File: config.mk
export PLATFORM = sky130hd
export DESIGN_NAME = rgen_host_if_apb
export DESIGN_NICKNAME = d
export VERILOG_FILES = /design/src/rtl/rgen_host_if_apb.sv
export SDC_FILE = /design/constraint.sdc
export NUM_CORES = 1
export LEC_CHECK = 0
export CAP_MARGIN = 20
export CORE_MARGIN = 3
export CORE_UTILIZATION = 43
export CTS_CLUSTER_DIAMETER = 60
export DETAILED_ROUTE_END_ITERATION = 16
export PLACE_DENSITY_LB_ADDON = 0.3
export REMOVE_ABC_BUFFERS = 1
export SETUP_SLACK_MARGIN = 0.2
export SLEW_MARGIN = 20
export SYNTH_ARGS = -nofsm -noshare
export SYNTH_HDL_FRONTEND = slang
export SYNTH_SLANG_ARGS = --single-unit
File: constraint.sdc
create_clock -name clk -period 2.5 [get_ports clk]
set_clock_uncertainty 0.1 [all_clocks]
set_input_delay 0.5 -clock clk [delete_from_list [all_inputs] [get_ports clk]]
set_output_delay 0.5 -clock clk [all_outputs]
set_load 0.05 [all_outputs]
File: src/rtl/rgen_host_if_apb.sv
// APB slave front end: turns each APB transfer into one register-block command and
// returns the response. Optional BUSY timeout is enabled by RGEN_HOST_IF_APB_TIMEOUT_EN.
module rgen_host_if_apb #(
  parameter int unsigned ADDRESS_WIDTH  = 16,
  parameter int unsigned DATA_WIDTH     = 32,
  parameter int unsigned TIMEOUT_CYCLES = 255
) (
  input  logic                     clk,
  input  logic                     rst_n,
  input  logic                     i_psel,
  input  logic                     i_penable,
  input  logic                     i_pwrite,
  input  logic [ADDRESS_WIDTH-1:0] i_paddr,
  input  logic [DATA_WIDTH-1:0]    i_pwdata,
  output logic                     o_pready,
  output logic [DATA_WIDTH-1:0]    o_prdata,
  output logic                     o_pslverr,
  output logic                     o_command_valid,
  output logic                     o_write,
  output logic [ADDRESS_WIDTH-1:0] o_address,
  output logic [DATA_WIDTH-1:0]    o_write_data,
  input  logic                     i_response_ready,
  input  logic [DATA_WIDTH-1:0]    i_read_data,
  input  logic [1:0]               i_status
);

  localparam int unsigned AddrLsb = $clog2(DATA_WIDTH / 8);
  localparam logic [ADDRESS_WIDTH-1:0] AddrMask = {ADDRESS_WIDTH{1'b1}} << AddrLsb;

  typedef enum logic [1:0] {StIdle, StBusy, StRespond} state_e;

  state_e state_q;

  // exokay has no APB equivalent
  logic unused_exokay;
  assign unused_exokay = i_status[1];

`ifdef RGEN_HOST_IF_APB_TIMEOUT_EN
  localparam logic [15:0] TimeoutLast = 16'(TIMEOUT_CYCLES - 1);
  logic [15:0] timeout_cnt_q;
`else
  localparam int unsigned unused_timeout_cycles = TIMEOUT_CYCLES;
`endif

  always_ff @(posedge clk or negedge rst_n) begin
    if (!rst_n) begin
      state_q         <= StIdle;
      o_pready        <= 1'b0;
      o_prdata        <= '0;
      o_pslverr       <= 1'b0;
      o_command_valid <= 1'b0;
      o_write         <= 1'b0;
      o_address       <= '0;
      o_write_data    <= '0;
`ifdef RGEN_HOST_IF_APB_TIMEOUT_EN
      timeout_cnt_q   <= '0;
`endif
    end else begin
      unique case (state_q)
        StIdle: begin
          // Only a proper setup phase starts a command.
          if (i_psel && !i_penable) begin
            o_write         <= i_pwrite;
            o_address       <= i_paddr & AddrMask;
            o_write_data    <= i_pwdata;
            o_command_valid <= 1'b1;
            state_q         <= StBusy;
`ifdef RGEN_HOST_IF_APB_TIMEOUT_EN
            timeout_cnt_q   <= '0;
`endif
          end
        end
        StBusy: begin
          // Valid must drop here or the response mux would fire the access again.
          if (i_response_ready) begin
            o_command_valid <= 1'b0;
            o_prdata        <= o_write ? '0 : i_read_data;
            o_pslverr       <= i_status[0];
            o_pready        <= i_psel;
            state_q         <= StRespond;
          end
`ifdef RGEN_HOST_IF_APB_TIMEOUT_EN
          else if (timeout_cnt_q == TimeoutLast) begin
            o_command_valid <= 1'b0;
            o_prdata        <= '0;
            o_pslverr       <= 1'b1;
            o_pready        <= i_psel;
            state_q         <= StRespond;
          end else begin
            timeout_cnt_q <= timeout_cnt_q + 16'd1;
          end
`endif
        end
        StRespond: begin
          o_pready  <= 1'b0;
          o_prdata  <= '0;
          o_pslverr <= 1'b0;
          state_q   <= StIdle;
        end
        default: state_q <= StIdle;
      endcase
    end
  end

endmodule
==> results by group <==
STA
  – Peak Freq: 464 MHz
  – RSZ-0062 raised after global routing: false
  – Worst Tran Pin Value: 0.540 ns
  – Period minus WS final: 2.16 ns
  – Crit share post-route: 86.2%
  – Hold Fails Final Rpt: 0
  – Fin. max-slew vios: 0
  – Endpoints failing setup: 0
  – Slew HR: 63.9%

Final layout
  – Area growth, synth to finish: 56.0%
  – Fraction of layout cells with a size suffix above 1: 12.4%
  – Final Net Count: 487
  – Antenna diodes: 0
  – Fin area: 5340 sq um

Global routing
  – GR Layer Usage met2: 34.4%
  – Vias in the first global route: 2929
  – Grt ovf: 0
  – GRT Overall Usage: 20.2%
  – Antenna violations before repair: 0
  – Busiest grt layer: met2
  – GR Util met1: 22.8%
  – Largest net degree at the start of global routing: 49
  – Met3 Usage GRT: 8.29%
  – First-pass GRT wire length: 14100 microns

Placement
  – HPWL after detailed placement: 6360 microns
  – Cell Area, Placed: 5140 sq um
  – IO Port Bufs: 166
  – Placer Congestion: 0.714

Route
  – Final wirelength: 8830 microns
  – DR vias/cell: 5.28
  – DR DRC count: 0
  – DR WL/cell: 17.6 microns
  – Routed vias: 2658
  – TritonRoute pass-1 iters: 4
  – 1st-iter DRT viols: 103
  – Final ANT Viol Nets: 0

Logic synthesis
  – Post-synth EDFFs: 0
  – Synthesized area: 3420 sq um
  – Most instantiated cells after synthesis: 84 x dfrtp_1, 34 x o2bb2ai_1, 32 x a22oi_1
  – Synthesized flop and latch total: 84
  – FFs w/ async S/R, synth: 100%
  – Syn. warnings: 0
  – Syn_area_per_cell: 14.4 sq um
  – Predominant post-synthesis flop cell: dfrtp_1
  – Top cells by area, synth: dfrtp_1 61%, mux2_2 9.2%, o2bb2ai_1 8.7%
  – Most frequent cell after synthesis: dfrtp_1
  – Leading area contributor after synthesis: dfrtp_1
  – Post-synth top area share: 61.4%
  – Post-Synthesis Cells: 238
  – Sequential fraction of the synthesis area: 61.4%
  – Library cells used by synthesis: 22

Critical path
  – Crit path largest cell delay: 0.84 ns
  – Worst setup SP type: flop
  – Critical Path Fanout Max: 3
  – Setup crit end kind: output pin
  – CP top delay family: buffers and inverters
  – Crit path max-delay cell type: clkdlybuf4s50_1
  – CP arrival: 1.56 ns
  – Buf+Inv Stages, Crit Path: 1
  – Required @ worst endpoint: 1.90 ns
  – Crit-path cells: clkdlybuf4s50_1
  – Critical path class: flop to output pin

CTS
  – CTS tree: yes
  – Clock transition at the registers of the reported paths: 0.08 ns
  – CTS HTree Levels: 3
  – Worst skew pair latency: 0.33 ns
  – Clock tree buffer depth: 2
  – Root Driver: clkbuf_8
  – Clock sink count: 84
  – Post-CTS Setup Inserts: 0
  – TritonCTS Buffers: 9
  – # resized after CTS: 0
  – # hold bufs at CTS: 0

Power
  – Total power: 5680 uW
  – Power density over the cells: 1060 nW/um^2
  – Lkg Pwr: 0.00215 uW
  – Worst vdd ir: 0.665 mV

Floorplanning
  – Core ar.: 7490 sq um
  – Top Ports: 172
  – Num rows: 31
  – DIE WIDTH: 95.2 microns
  – Initial Util: 45.7%
  – Die H: 95.2 microns
  – Die area: 9070 sq um

Status
  – Run status: finished, final reports clean

Flow run
  – Max-cap viol count: 0

Hold path
  – Class of the worst hold path: primary input to asynchronous set/reset pin
## cells in the final DEF (no fill, tap or decap)
master           Yosys  routed
and3_1               2       2
buf_4                4       5
mux2_1              19      19
a21oi_1              4       4
a22oi_1             32      32
buf_12               0       2
inv_1                2       2
and3b_1              1       1
nand2b_1             1       1
bufinv_16            0       1
conb_1               1       2
mux2_2              28      28
nor2_1               2       2
clkbuf_1             7       2
nor4b_4              1       1
and2_1               1       1
o2bb2ai_1           34      34
clkdlybuf4s50_1      0     165
clkbuf_8             0      11
dfrtp_1             84      84
clkinv_1             1       1
o21ai_0              1       1
clkinvlp_4           0       2
nor3b_1              1       1
## sequential cells by signal, summed over array words and instances (netlist names)
name / flops
o_write: 1
o_pslverr: 1
o_prdata: 32
state_q: 2
o_command_valid: 1
o_pready: 1
o_address: 14
o_write_data: 32
## power breakdown
| group | internal [uW] | switching [uW] | leakage (uW) |
|---|---|---|---|
| Sequential | 1720 | 234 | 0.00104 |
| Combinational | 1000 | 1740 | 0.00101 |
| Clock | 518 | 463 | 0.0000959 |
| Total | 3240 | 2440 | 0.00215 |
## metal layers
layer  share of wire [%]  up-vias  wire length [microns]
met5                   0        -                      0
met4                0.96        0                     85
met3                  11        8                    987
met2                  50      122                   4390
met1                  38     1319                   3370
li1                    -     1209                      -
## cell families after synthesis
| kind of cell | share of synthesized area [%] |
|---|---|
| flops | 61.4 |
| compound gates | 16.4 |
| mux | 15.5 |
| buf+inv | 4.49 |
| simple gates | 2.12 |
| other cells | 0.110 |
## stage by stage
step | setup WS [ns] | hold slack (ns) | instances | setup TNS, ns | util [%]
after floorplan | -0.585 | 0.104 | 216 | -26.80 | -
after global placement | 0.339 | 0.367 | 487 | 0 | 68.6
after detailed placement | 0.287 | 0.376 | 487 | 0 | 68.6
after CTS | 0.314 | 0.0321 | 503 | 0 | 71.4
after global routing | 0.281 | 0.0460 | 503 | 0 | 71.4
final | 0.345 | 0.0260 | 503 | 0 | 71.4
## worst paths after layout
path | cells past startpoint | slack, ns | end | start
worst max-delay path | 1 | 0.34 | o_prdata[5] | o_prdata[5]$_DFFE_PN0P_
max in group asynchronous | 2 | 1.66 | o_write_data[19]$_DFFE_PN0P_ | rst_n
worst min register to register | 1 | 0.39 | o_write_data[12]$_DFFE_PN0P_ | o_write_data[12]$_DFFE_PN0P_
worst min-delay path | 1 | 0.03 | o_prdata[20]$_DFFE_PN0P_ | rst_n
worst max register to register | 3 | 0.72 | o_write_data[13]$_DFFE_PN0P_ | state_q[1]$_DFFE_PN0P_
min in group clk | 1 | 0.39 | o_write_data[12]$_DFFE_PN0P_ | o_write_data[12]$_DFFE_PN0P_
## cell type report
type	instances	area (sq um)
fillers	543	2140
flip-flops and latches	84	2100
repair buffers	172	1730
multi-input cells	129	1170
clock buffers	13	159
well taps	99	124
clock inverters	3	45.0
inverters	3	11.3
Note: power is estimated with default switching activity, not from simulation.
